## src/rtl/is_queue_pkg.sv

```systemverilog
// rtl/is_queue_pkg.sv - shared constants, opcodes and decoded-entry type for the issue queue
package is_queue_pkg;

    localparam int INS_DAT_W = 32;
    localparam int REG_DAT_W = 32;
    localparam int REG_ADD_W = 5;
    localparam int INS_OP_W  = 5;

    // RV32I major opcodes (ins[6:0])
    localparam logic [6:0] RV_LUI    = 7'b0110111;
    localparam logic [6:0] RV_AUIPC  = 7'b0010111;
    localparam logic [6:0] RV_JAL    = 7'b1101111;
    localparam logic [6:0] RV_JALR   = 7'b1100111;
    localparam logic [6:0] RV_BRANCH = 7'b1100011;
    localparam logic [6:0] RV_LOAD   = 7'b0000011;
    localparam logic [6:0] RV_STORE  = 7'b0100011;
    localparam logic [6:0] RV_OPIMM  = 7'b0010011;
    localparam logic [6:0] RV_OP     = 7'b0110011;

    // Inner opcodes; zero marks an undecodable instruction. Loads and stores
    // share one code each because the 5-bit op field has no room for widths.
    localparam logic [INS_OP_W-1:0] OP_ILL   = 5'd0;
    localparam logic [INS_OP_W-1:0] OP_LUI   = 5'd1;
    localparam logic [INS_OP_W-1:0] OP_AUIPC = 5'd2;
    localparam logic [INS_OP_W-1:0] OP_JAL   = 5'd3;
    localparam logic [INS_OP_W-1:0] OP_JALR  = 5'd4;
    localparam logic [INS_OP_W-1:0] OP_BEQ   = 5'd5;
    localparam logic [INS_OP_W-1:0] OP_BNE   = 5'd6;
    localparam logic [INS_OP_W-1:0] OP_BLT   = 5'd7;
    localparam logic [INS_OP_W-1:0] OP_BGE   = 5'd8;
    localparam logic [INS_OP_W-1:0] OP_BLTU  = 5'd9;
    localparam logic [INS_OP_W-1:0] OP_BGEU  = 5'd10;
    localparam logic [INS_OP_W-1:0] OP_ADDI  = 5'd11;
    localparam logic [INS_OP_W-1:0] OP_SLTI  = 5'd12;
    localparam logic [INS_OP_W-1:0] OP_SLTIU = 5'd13;
    localparam logic [INS_OP_W-1:0] OP_XORI  = 5'd14;
    localparam logic [INS_OP_W-1:0] OP_ORI   = 5'd15;
    localparam logic [INS_OP_W-1:0] OP_ANDI  = 5'd16;
    localparam logic [INS_OP_W-1:0] OP_SLLI  = 5'd17;
    localparam logic [INS_OP_W-1:0] OP_SRLI  = 5'd18;
    localparam logic [INS_OP_W-1:0] OP_SRAI  = 5'd19;
    localparam logic [INS_OP_W-1:0] OP_ADD   = 5'd20;
    localparam logic [INS_OP_W-1:0] OP_SUB   = 5'd21;
    localparam logic [INS_OP_W-1:0] OP_SLL   = 5'd22;
    localparam logic [INS_OP_W-1:0] OP_SLT   = 5'd23;
    localparam logic [INS_OP_W-1:0] OP_SLTU  = 5'd24;
    localparam logic [INS_OP_W-1:0] OP_XOR   = 5'd25;
    localparam logic [INS_OP_W-1:0] OP_SRL   = 5'd26;
    localparam logic [INS_OP_W-1:0] OP_SRA   = 5'd27;
    localparam logic [INS_OP_W-1:0] OP_OR    = 5'd28;
    localparam logic [INS_OP_W-1:0] OP_AND   = 5'd29;
    localparam logic [INS_OP_W-1:0] OP_LD    = 5'd30;
    localparam logic [INS_OP_W-1:0] OP_ST    = 5'd31;

    typedef struct packed {
        logic [INS_OP_W-1:0]  op;
        logic [REG_DAT_W-1:0] imm;
        logic [REG_ADD_W-1:0] rs1;
        logic [REG_ADD_W-1:0] rs2;
        logic [REG_ADD_W-1:0] rd;
        logic                 ils;
        logic                 is;
        logic                 bj;
        logic [REG_DAT_W-1:0] pc;
        logic [REG_DAT_W-1:0] pjt;
    } is_entry_t;

endpackage

```

## src/rtl/is_decode.sv

```systemverilog
// rtl/is_decode.sv - combinational RV32I decoder producing one queue entry
module is_decode
    import is_queue_pkg::*;
(
    input  logic [INS_DAT_W-1:0] ins,
    input  logic                 bj,
    input  logic [REG_DAT_W-1:0] pc,
    input  logic [REG_DAT_W-1:0] pjt,
    output is_entry_t            ent
);

    logic [2:0]           f3;
    logic [6:0]           f7;
    logic [REG_DAT_W-1:0] imm_i, imm_s, imm_b, imm_j, imm_u;

    assign f3    = ins[14:12];
    assign f7    = ins[31:25];
    assign imm_i = {{20{ins[31]}}, ins[31:20]};
    assign imm_s = {{20{ins[31]}}, ins[31:25], ins[11:7]};
    assign imm_b = {{19{ins[31]}}, ins[31], ins[7], ins[30:25], ins[11:8], 1'b0};
    assign imm_j = {{11{ins[31]}}, ins[31], ins[19:12], ins[20], ins[30:21], 1'b0};
    assign imm_u = {ins[31:12], 12'b0};

    // Field extraction per instruction format; unused register fields forced to x0
    always_comb begin
        ent     = '0;
        ent.bj  = bj;
        ent.pc  = pc;
        ent.pjt = pjt;
        ent.rs1 = ins[19:15];
        ent.rs2 = ins[24:20];
        ent.rd  = ins[11:7];
        unique case (ins[6:0])
            RV_LUI, RV_AUIPC: begin
                ent.op  = (ins[6:0] == RV_LUI) ? OP_LUI : OP_AUIPC;
                ent.imm = imm_u;
                ent.rs1 = '0;
                ent.rs2 = '0;
            end
            RV_JAL: begin
                ent.op  = OP_JAL;
                ent.imm = imm_j;
                ent.rs1 = '0;
                ent.rs2 = '0;
            end
            RV_JALR: begin
                ent.op  = (f3 == 3'd0) ? OP_JALR : OP_ILL;
                ent.imm = imm_i;
                ent.rs2 = '0;
            end
            RV_BRANCH: begin
                case (f3)
                    3'd0:    ent.op = OP_BEQ;
                    3'd1:    ent.op = OP_BNE;
                    3'd4:    ent.op = OP_BLT;
                    3'd5:    ent.op = OP_BGE;
                    3'd6:    ent.op = OP_BLTU;
                    3'd7:    ent.op = OP_BGEU;
                    default: ent.op = OP_ILL;
                endcase
                ent.imm = imm_b;
                ent.rd  = '0;
            end
            RV_LOAD: begin
                ent.op  = (f3 == 3'd3 || f3 == 3'd6 || f3 == 3'd7) ? OP_ILL : OP_LD;
                ent.imm = imm_i;
                ent.rs2 = '0;
                ent.ils = 1'b1;
            end
            RV_STORE: begin
                ent.op  = (f3 <= 3'd2) ? OP_ST : OP_ILL;
                ent.imm = imm_s;
                ent.rd  = '0;
                ent.ils = 1'b1;
                ent.is  = 1'b1;
            end
            RV_OPIMM: begin
                case (f3)
                    3'd0:    ent.op = OP_ADDI;
                    3'd2:    ent.op = OP_SLTI;
                    3'd3:    ent.op = OP_SLTIU;
                    3'd4:    ent.op = OP_XORI;
                    3'd6:    ent.op = OP_ORI;
                    3'd7:    ent.op = OP_ANDI;
                    3'd1:    ent.op = (f7 == 7'h00) ? OP_SLLI : OP_ILL;
                    default: ent.op = (f7 == 7'h00) ? OP_SRLI :
                                      (f7 == 7'h20) ? OP_SRAI : OP_ILL;
                endcase
                ent.imm = imm_i;
                ent.rs2 = '0;
            end
            RV_OP: begin
                if (f7 == 7'h00) begin
                    case (f3)
                        3'd0:    ent.op = OP_ADD;
                        3'd1:    ent.op = OP_SLL;
                        3'd2:    ent.op = OP_SLT;
                        3'd3:    ent.op = OP_SLTU;
                        3'd4:    ent.op = OP_XOR;
                        3'd5:    ent.op = OP_SRL;
                        3'd6:    ent.op = OP_OR;
                        default: ent.op = OP_AND;
                    endcase
                end else if (f7 == 7'h20) begin
                    ent.op = (f3 == 3'd0) ? OP_SUB : (f3 == 3'd5) ? OP_SRA : OP_ILL;
                end else begin
                    ent.op = OP_ILL;
                end
            end
            default: ent.op = OP_ILL;
        endcase
    end

endmodule

```

## src/rtl/is_queue.sv

```systemverilog
// rtl/is_queue.sv - decoded-instruction FIFO between fetch and dispatch
module is_queue
    import is_queue_pkg::*;
#(
    parameter int DEPTH = 4,
    parameter int PTR_W = $clog2(DEPTH)
) (
    input  logic                 clk,
    input  logic                 rst,
    input  logic                 en,
    input  logic                 iClr,
    input  logic                 iIF_En,
    input  logic [INS_DAT_W-1:0] iIF_Ins,
    input  logic                 iIF_Bj,
    input  logic [REG_DAT_W-1:0] iIF_Pc,
    input  logic [REG_DAT_W-1:0] iIF_Pjt,
    output logic                 oIF_Full,
    input  logic                 iDS_Rdy,
    output logic                 oREG_En,
    output logic [REG_ADD_W-1:0] oREG_Rs1,
    output logic [REG_ADD_W-1:0] oREG_Rs2,
    output logic [REG_ADD_W-1:0] oREG_Rd,
    output logic [INS_OP_W-1:0]  oREG_Op,
    output logic [REG_DAT_W-1:0] oREG_Imm,
    output logic [REG_DAT_W-1:0] oREG_Pc,
    output logic                 oREG_Ils,
    output logic                 oROB_En,
    output logic                 oROB_Is,
    output logic [REG_ADD_W-1:0] oROB_Rd,
    output logic                 oROB_Bj,
    output logic [REG_DAT_W-1:0] oROB_Pc,
    output logic [REG_DAT_W-1:0] oROB_Pjt,
    output logic                 oIll
);

    is_entry_t        dec;
    is_entry_t        iss_q;
    is_entry_t        mem [DEPTH];
    logic [PTR_W-1:0] head, tail;
    logic [PTR_W:0]   count;
    logic             iss_v, ill_q;
    logic             accept, do_push, do_pop, do_ill;

    is_decode u_decode (
        .ins (iIF_Ins),
        .bj  (iIF_Bj),
        .pc  (iIF_Pc),
        .pjt (iIF_Pjt),
        .ent (dec)
    );

    assign oIF_Full = (count == (PTR_W+1)'(DEPTH));
    assign accept   = en & iIF_En & ~oIF_Full & ~iClr;
    assign do_push  = accept & (dec.op != OP_ILL);
    assign do_ill   = accept & (dec.op == OP_ILL);
    assign do_pop   = en & iDS_Rdy & (count != '0) & ~iClr;

    // Entry storage; contents need no reset since count gates every read
    always_ff @(posedge clk) begin
        if (do_push && !rst)
            mem[tail] <= dec;
    end

    // Pointers, occupancy and the registered issue/illegal outputs
    always_ff @(posedge clk) begin
        if (rst) begin
            head  <= '0;
            tail  <= '0;
            count <= '0;
            iss_v <= 1'b0;
            iss_q <= '0;
            ill_q <= 1'b0;
        end else begin
            iss_v <= 1'b0;
            iss_q <= '0;
            ill_q <= 1'b0;
            if (en && iClr) begin
                head  <= '0;
                tail  <= '0;
                count <= '0;
            end else if (en) begin
                ill_q <= do_ill;
                if (do_pop) begin
                    iss_v <= 1'b1;
                    iss_q <= mem[head];
                    head  <= head + PTR_W'(1);
                end
                if (do_push)
                    tail <= tail + PTR_W'(1);
                if (do_push && !do_pop)
                    count <= count + (PTR_W+1)'(1);
                else if (!do_push && do_pop)
                    count <= count - (PTR_W+1)'(1);
            end
        end
    end

    assign oREG_En  = iss_v;
    assign oREG_Rs1 = iss_q.rs1;
    assign oREG_Rs2 = iss_q.rs2;
    assign oREG_Rd  = iss_q.rd;
    assign oREG_Op  = iss_q.op;
    assign oREG_Imm = iss_q.imm;
    assign oREG_Pc  = iss_q.pc;
    assign oREG_Ils = iss_q.ils;
    assign oROB_En  = iss_v;
    assign oROB_Is  = iss_q.is;
    assign oROB_Rd  = iss_q.rd;
    assign oROB_Bj  = iss_q.bj;
    assign oROB_Pc  = iss_q.pc;
    assign oROB_Pjt = iss_q.pjt;
    assign oIll     = ill_q;

endmodule

```

## config.mk

```make
export PLATFORM = sky130hd
export DESIGN_NAME = is_queue
export DESIGN_NICKNAME = d
export VERILOG_FILES = /design/src/rtl/is_queue_pkg.sv /design/src/rtl/is_decode.sv /design/src/rtl/is_queue.sv
export SDC_FILE = /design/constraint.sdc
export NUM_CORES = 1
export LEC_CHECK = 0
export BUFFER_PORTS_ARGS = -buffer_cell sky130_fd_sc_hd__buf_2
export CORE_MARGIN = 2
export CORE_UTILIZATION = 35
export DETAILED_ROUTE_END_ITERATION = 10
export HOLD_SLACK_MARGIN = 0.03
export PLACE_DENSITY = 0.64
export SETUP_SLACK_MARGIN = 0.3
export SYNTH_ARGS = -nofsm -noshare
export SYNTH_HDL_FRONTEND = slang
export SYNTH_SLANG_ARGS = --single-unit
```

## constraint.sdc

```tcl
create_clock -name clk -period 21.8 [get_ports clk]
set_clock_uncertainty 0.1 [all_clocks]
set_input_delay 6.54 -clock clk [delete_from_list [all_inputs] [get_ports clk]]
set_output_delay 6.54 -clock clk [all_outputs]
set_load 0.005 [all_outputs]
```

# Yosys cells after proc, flatten, opt, wreduce, memory -nomap -nowiden
# Memories as Yosys holds them, arrays and structs flattened. A register that Yosys moved wholly into a read port is not among the register bits.
# Cells that the tools add are included.
[totals] rom_bits=0 ff_bits=9 latch_bits=0 out_inout_bits=160 ram_bits=476 wordCells=94 memories=1 inputBits=103
[mem_list] name="mem" depth=4 word_bits=119 read_ports=1 rd_clocked_by_memory_dff=1 wr=1 line="is_queue.sv:38" rtl="is_entry_t mem [DEPTH];"
[classes] add_sub_neg=4 reduce_logical=27 n_bitwise=12 eq_ne=18 multipliers=0 n_shift=0 muxes=26 div=0 magnitude_cmp=1
[op_table] operator="$pmux W32 S5" n=1
[op_table] operator="$mux W5" n=12
[op_table] operator="$pmux W5 S8" n=1
[op_table] operator="$pmux W5 S7" n=1
[op_table] operator="$eq A7 B6 Y1 const B" n=4
[op_table] operator="$pmux W4 S7" n=1
[op_table] operator="$pmux W4 S6" n=1
[op_table] operator="$eq A7 B7 Y1 const B" n=3
[op_table] operator="$eq A3 B3 Y1 const B" n=5
[op_table] operator="$eq A7 B5 Y1 const B" n=2
[op_table] operator="$mux W3" n=3
[op_table] operator="$reduce_or A3 Y1" n=3
[op_table] operator="$and A1 B1 Y1" n=8
[op_table] operator="$reduce_or A2 Y1" n=4
[op_table] operator="$eq A7 B2 Y1 const B" n=1
[op_table] operator="$logic_not A7 Y1" n=1
[op_table] operator="$eq A3 B2 Y1 const B" n=2
[op_table] operator="$reduce_and A2 Y1" n=3
[op_table] operator="$reduce_or A6 Y1" n=1
[op_table] operator="$logic_not A5 Y1" n=1
[op_table] operator="$mux W1" n=5
[op_table] operator="$reduce_bool A5 Y1" n=1
[op_table] operator="$add A2 B1 Y2 const B" n=2
[op_table] operator="$logic_and A1 B1 Y1" n=4
[op_table] operator="12 further kinds" n=18

# Depth between registers and ports, before layout
# Gate-level depths: netlist of run 1.
[logic_depth] word_depth=12 mapped_depth=15 ltp_nobuf=13

# By module
# Synthesis of run 1 repeated with hierarchy kept, for this count alone.
[unflattened] cells_unflattened=1204 hier_area_um2=22799.4
[by_module_without_submodules] module="is_queue" area_per_inst_um2=21155.3 seq_area_each_um2=16856.2 n_inst=1 cells_per_inst=969
[by_module_without_submodules] module="is_decode" area_per_inst_um2=1644.1 seq_area_each_um2=0.0 n_inst=1 cells_per_inst=235

# Worst setup path before layout of run 1
# No wires, ideal clock.
[synth_path] path_kind="in2reg" startpoint="input port iIF_Ins[25]" endpoint="memory mem[0][0] in the netlist's numbering (enable)" setup_time_ns=0.492 arrival_ns=10.889 cell_stages=7 slack_ns=10.319 t_required_ns=21.208 path_buffers=0 path_cell_list="or4_4 -> a2111oi_4 -> nor2_1 -> o211ai_2 -> nor3_2 -> a211oi_2 -> and2_1"
[synth_lines] element="start, declared" line="is_queue.sv:13" rtl="input logic [INS_DAT_W-1:0] iIF_Ins,"
[synth_lines] element="end, declared" line="is_queue.sv:38"

==> results of run 1 <==
## tightest hold or removal path, cell delays in order (launching register included)
cell and delay [ns]:
dfxtp_1 0.34, nand2_1 0.07, mux2i_1 0.05
## per-layer routing
| layer | vias up | routed length, um | share of wire |
|---|---|---|---|
| li1 | 4863 | - | - |
| met1 | 5580 | 19950 | 0.42 |
| met2 | 337 | 23160 | 0.49 |
| met3 | 77 | 2900 | 0.061 |
| met4 | 6 | 1179 | 0.025 |
| met5 | - | 44 | 0.00093 |
## where the power goes
part           leakage (nW)  switching [W]  internal (W)
clock network         0.978       0.000428      0.000592
logic                  2.81      0.0000223     0.0000125
registers              5.37    0.000000298       0.00124
total                  9.16       0.000451       0.00184
## kinds of logic after synthesis
group | after synthesis
xor+xnor | 7
mux | 122
compound gates | 65
fa+ha+maj | 6
buf+inv | 99
simple gates | 226
flops | 604
## worst max path at each step
stage / to / depth (start not counted) / from / slack [ns]
floorplan: mem[0][0]$_DFFE_PP_ / 7 / iIF_Ins[25] / 10.32
global placement: mem[0][33]$_DFFE_PP_ / 9 / iIF_Ins[2] / 10.89
detailed placement: mem[0][32]$_DFFE_PP_ / 9 / iIF_Ins[2] / 10.69
CTS: mem[0][25]$_DFFE_PP_ / 9 / iIF_Ins[2] / 11.34
global route: mem[0][25]$_DFFE_PP_ / 9 / iIF_Ins[2] / 11.04
finish: mem[0][25]$_DFFE_PP_ / 9 / iIF_Ins[2] / 11.39
## layout by cell type (no fill, tap or decap), drive strengths merged, types with 2 or more instances in the layout
cell type,synthesis,routed
o22ai,2,2
nor2,19,19
nand3,3,3
dfxtp,128,128
xor2,3,3
a21oi,13,13
buf,52,274
or4,2,2
ha,5,5
nand3b,3,3
and3,2,2
clkinv,0,12
nand4,4,4
o211ai,2,2
nor3b,3,3
clkinvlp,0,2
nand2,19,19
nor3,6,6
xnor2,4,4
mux4,119,119
o21ai,7,7
mux2i,3,3
clkbuf,39,95
o32ai,2,2
nand2b,4,4
nor4,4,4
edfxtp,476,476
and2,22,22
inv,8,12
o31ai,2,2
diode,0,4
a22oi,2,2
nor2b,130,130
a22o,4,4
a21o,22,22
## registers in the layout, indices dropped and copies added (netlist names), 2 cells and up
name      flops
head          2
oREG_Rs1      5
count         3
oREG_Rs2      5
oROB_Pjt     32
oREG_Rd       5
oREG_Pc      32
tail          2
oREG_Imm     32
mem         476
oREG_Op       5
## stage by stage
stage | power [W] | utilization | setup slack (ns) | std cells | cell area [um^2]
finish | 0.002292 | 0.4156 | 11.39 | 2276 | 26070
global route | 0.002367 | 0.4155 | 11.04 | 2273 | 26070
CTS | 0.002324 | 0.4155 | 11.34 | 2272 | 26060
detailed placement | 0.001297 | 0.3837 | 10.69 | 2158 | 24070
global placement | 0.001295 | 0.3837 | 10.89 | 2158 | 24070
floorplan | 0.001277 | - | 10.32 | 1129 | 22090
## final cells by class
| cell class | instances | area, um^2 |
|---|---|---|
| Antenna cell | 4 | 10.01 |
| Clock buffer | 95 | 1838 |
| Clock inverter | 19 | 155.1 |
| Fill cell | 5581 | 36660 |
| Inverter | 8 | 30.03 |
| Multi-Input combinational cell | 426 | 4717 |
| Sequential cell | 604 | 16860 |
| Tap cell | 846 | 1059 |
| Timing Repair Buffer | 274 | 1401 |
==> results.sh, run 1 <==
export IMPL_vdd_ir_drop_max_mv=0.07090
export IMPL_use_met2=0.2324
export IMPL_synth_mux_area_frac=0.1227
export IMPL_crit_buf_inv=2
export IMPL_grt_use_met1=0.1906
export IMPL_rr_worst_depth=5
export IMPL_max_cap_viol_count=0
export IMPL_path_cells="buf_2, nand4bb_1, nor3_1, o21ai_0, nand4_1, nor3_1, a211oi_2, and2_4, buf_4"
export IMPL_placementRows=92
export IMPL_layout_area_overhead_vs_synth_pct=18.03
export IMPL_firstDrtPassIters=5
export IMPL_cpPeakStageDelay_ns=0.92
export IMPL_synth_edff_count=476
export IMPL_whs_ns=0.4069
export IMPL_ys_seq_area_frac=0.7630
export IMPL_synth_nets=1238
export IMPL_ant_nets=0
export IMPL_synth_compound_area_frac=0.02232
export IMPL_synthXorXnorAreaFrac=0.002775
export IMPL_final_nets=1483
export IMPL_hold_path_depth=2
export IMPL_status="completed"
export IMPL_period_share=0.4778
export IMPL_crit_path_start_kind="input pin"
export IMPL_grt_pass1_vias=10920
export IMPL_synth_top_family_by_area="multiplexers"
export IMPL_place_congestion=0.7909
export IMPL_drcViolationCount=0
export IMPL_crit_required_ns=21.92
export IMPL_synth_cell_area_mm2=0.02209
export IMPL_die_area_mm2=0.06514
export IMPL_cts_tree="built"
export IMPL_vias_per_cell=4.773
export IMPL_synth_area_leaders="edfxtp_1, mux4_2, dfxtp_1"
export IMPL_port_buffers=262
export IMPL_synth_top_area_cell="edfxtp_1"
export IMPL_synthTopCellsByCount="edfxtp_1, nor2b_1, dfxtp_1"
export IMPL_clkSinkCount=604
export IMPL_rsz0062_at_grt="false"
export IMPL_globalRoute_busiestLayer="met2"
export IMPL_crit_family="simple AND/OR/NAND/NOR gates"
export IMPL_p_per_area_mw_per_mm2=87.92
export IMPL_endpoint_kind="flop"
export IMPL_initial_core_util=0.3521
export IMPL_io_pins=263
export IMPL_worstHoldEndpoint="tail[1]$_SDFFE_PP0P_"
export IMPL_grt_use_met3=0.03071
export IMPL_arrival_ns=10.54
export IMPL_grt_usage=0.1423
export IMPL_grt_ovfl_total=0
export IMPL_r2r_start="count[0]$_SDFFE_PP0P_"
export IMPL_leakagePower_nw=9.165
export IMPL_core_mm2=0.06274
export IMPL_htree_num_levels=2
export IMPL_relSlewSlack=0.2612
export IMPL_cts_repair_resized=0
export IMPL_ys_warn_count=0
export IMPL_grt_max_degree=70
export IMPL_cts_setup_buffers=0
export IMPL_regToRegEndpoint="mem[0][25]$_DFFE_PP_"
export IMPL_cts_root_buf="clkbuf_16"
export IMPL_fp_dieH_um=255.2
export IMPL_clock_fmax_ghz=0.09602
export IMPL_crit_fanout=65
export IMPL_routedWlPerCell_um=20.75
export IMPL_cts_buffers=60
export IMPL_path_common_cell="nor3_1"
export IMPL_die_w_um=255.2
export IMPL_layout_min_cycle_time_ns=10.42
export IMPL_hold_viol=0
export IMPL_tns_ns=0
export IMPL_ff2ff_setup_slack_ns=18.38
export IMPL_hp_class="flop to flop"
export IMPL_clk_insertion_delay_late_ns=0.62
export IMPL_worstSetupPathType="input pin to flop"
export IMPL_ctsHoldBuffers=0
export IMPL_synthSimpleGateAreaFrac=0.06123
export IMPL_clk_pin_slew_ns=0.06
export IMPL_antenna_found_initial=7
export IMPL_postSynthCellCount=1129
export IMPL_synth_flop_cell="edfxtp_1"
export IMPL_hpwl_mm=28.81
export IMPL_synth_distinct_cells=56
export IMPL_drive_gt1_frac=0.3534
export IMPL_syn_avg_cell_area_um2=19.57
export IMPL_setup_viol=0
export IMPL_synth_top_cell_area_share=0.6470
export IMPL_cpMaxStageDelayCell="and2_4"
export IMPL_clockBufferDepth=3
export IMPL_yosys_register_bits=604
export IMPL_worstMarginPinSlew_ns=1.108
export IMPL_slew_viol_final=0
export IMPL_synth_fa_ha_area_frac=0.003738
export IMPL_drt_iter0_markers=853
export IMPL_grt_pass1_wl_mm=68.54
export IMPL_yosysMostFrequentCell="edfxtp_1"
export IMPL_async_reset_ff_frac=0
export IMPL_hp_start="tail[1]$_SDFFE_PP0P_"
export IMPL_vias=10860
export IMPL_routed_wl_mm=47.24
Power figures use the tool's default switching activity.
==> run 2: changes to the inputs <==
==> constraint.sdc (replaced) <==
create_clock -name clk -period 9.86 [get_ports clk]
set_clock_uncertainty 0.1 [all_clocks]
set_input_delay 2.958 -clock clk [delete_from_list [all_inputs] [get_ports clk]]
set_output_delay 2.958 -clock clk [all_outputs]
set_load 0.005 [all_outputs]
==> results.sh, run 2 (synthesized netlist as in run 1, its figures left out) <==
export IMPL_grt_usage=0.1461
export IMPL_drt_iter0_markers=799
export IMPL_path_cells="buf_2, nand4bb_1, nor3_1, o21ai_0, nand4_1, nor3_1, a211oi_2, and2_4, buf_4"
export IMPL_cts_tree="built"
export IMPL_port_buffers=262
export IMPL_p_sw_w=0.0009979
export IMPL_finish_utilization=0.4170
export IMPL_place_congestion=0.8005
export IMPL_crit_required_ns=10.01
export IMPL_switching_share=0.1943
export IMPL_rsz0062_at_grt="false"
export IMPL_final_nets=1487
export IMPL_ant_nets=0
export IMPL_vdd_ir_drop_max_mv=0.1184
export IMPL_dp_cells=2162
export IMPL_hpwl_mm=29.80
export IMPL_fp_dieH_um=255.2
export IMPL_firstDrtPassIters=7
export IMPL_grt_pass1_vias=11110
export IMPL_status="completed"
export IMPL_io_pins=263
export IMPL_largest_register_ffs=476
export IMPL_clock_fmax_ghz=0.1508
export IMPL_path_common_cell="nor3_1"
export IMPL_comb_power_share=0.015
export IMPL_endpoint_kind="flop"
export IMPL_worstSetupPathType="input pin to flop"
export IMPL_htree_num_levels=2
export IMPL_vias=10830
export IMPL_cts_root_buf="clkbuf_16"
export IMPL_clk_insertion_delay_late_ns=0.63
export IMPL_die_area_mm2=0.06514
export IMPL_whs_ns=0.4218
export IMPL_power_total_w=0.005137
export IMPL_tns_ns=0
export IMPL_final_common_cell="edfxtp_1"
export IMPL_die_w_um=255.2
export IMPL_final_cell_mix="edfxtp_1, buf_2, nor2b_1"
export IMPL_clockBufferDepth=3
export IMPL_cts_setup_buffers=0
export IMPL_p_seq_frac=0.533
export IMPL_p_per_area_mw_per_mm2=196.4
export IMPL_internal_power_w=0.004139
export IMPL_grt_pass1_wl_mm=69.90
export IMPL_layout_min_cycle_time_ns=6.630
export IMPL_worstMarginPinSlew_ns=1.088
export IMPL_final_cells=2279
export IMPL_crit_fanout=57
export IMPL_drcViolationCount=0
export IMPL_slew_viol_final=0
export IMPL_ctsHoldBuffers=0
export IMPL_vias_per_cell=4.752
export IMPL_arrival_ns=6.78
export IMPL_largest_register="mem"
export IMPL_max_cap_viol_count=0
export IMPL_crit_path_start_kind="input pin"
export IMPL_drive_gt1_frac=0.3555
export IMPL_grt_max_degree=58
export IMPL_clkSinkCount=604
export IMPL_cts_buffers=60
export IMPL_hold_viol=0
export IMPL_crit_buf_inv=2
export IMPL_hp_class="flop to flop"
export IMPL_period_share=0.6724
export IMPL_clk_pin_slew_ns=0.06
export IMPL_leakagePower_nw=9.203
export IMPL_placementRows=92
export IMPL_initial_core_util=0.3521
export IMPL_cpMaxStageDelayCell="and2_4"
export IMPL_core_mm2=0.06274
export IMPL_antenna_found_initial=10
export IMPL_layout_area_overhead_vs_synth_pct=18.42
export IMPL_cts_repair_resized=0
export IMPL_relSlewSlack=0.2731
export IMPL_setup_viol=0
export IMPL_p_clk_frac=0.452
export IMPL_crit_family="simple AND/OR/NAND/NOR gates"
export IMPL_grt_ovfl_total=0
export IMPL_routedWlPerCell_um=20.85
export IMPL_cpPeakStageDelay_ns=0.80
export IMPL_routed_wl_mm=47.52
==> run 2: worst paths after layout <==
path	startpoint	end	slack, ns	cells after the start
worst max-delay path	iIF_Ins[2]	mem[2][55]$_DFFE_PP_	3.23	9
worst min-delay path	tail[0]$_SDFFE_PP0P_	tail[0]$_SDFFE_PP0P_	0.42	2
worst max register to register	count[0]$_SDFFE_PP0P_	mem[2][55]$_DFFE_PP_	6.68	5
worst min register to register	tail[0]$_SDFFE_PP0P_	tail[0]$_SDFFE_PP0P_	0.42	2
==> run 2: routing by layer <==
| metal | vias up | global-route usage | wire, um |
|---|---|---|---|
| met5 | - | 0 | 64 |
| met4 | 10 | 0.04478 | 1156 |
| met3 | 91 | 0.03468 | 3311 |
| met2 | 364 | 0.2436 | 23570 |
| met1 | 5509 | 0.1896 | 19420 |
| li1 | 4856 | - | - |
==> run 2: worst reg2reg max path: stages (launching register included) <==
cell	delay, ns
dfxtp_1	0.42
nor3b_1	0.10
nand3b_1	0.29
a211oi_2	0.33
and2_4	0.80
buf_4	0.75
==> run 2: stage by stage <==
stage | cell area [um^2] | worst slack (ns)
6_report | 26160 | 3.230
5_1_grt | 26160 | 2.873
4_1_cts | 26150 | 3.252
3_5_place_dp | 24100 | 2.583
3_3_place_gp | 24100 | 2.856
2_1_floorplan | 22090 | 1.961
==> run 2: cell type report <==
type                            count  area, um^2
Fill cell                        5579       36580
Multi-Input combinational cell    426        4717
Sequential cell                   604       16860
Inverter                            8       30.03
Antenna cell                        4       10.01
Clock buffer                       91        1778
Timing Repair Buffer              278        1431
Tap cell                          846        1059
Clock inverter                     22       271.5
==> run 2: power groups by stage <==
| stage | sequential [W] | clock, W | combinational [W] |
|---|---|---|---|
| after floorplan | 0.00279 | 0 | 0.0000305 |
| after global placement | 0.00279 | 0 | 0.0000741 |
| after detailed placement | 0.00279 | 0 | 0.0000779 |
| after CTS | 0.00274 | 0.00239 | 0.0000783 |
| after global routing | 0.00274 | 0.00249 | 0.0000859 |
| final | 0.00274 | 0.00232 | 0.0000785 |
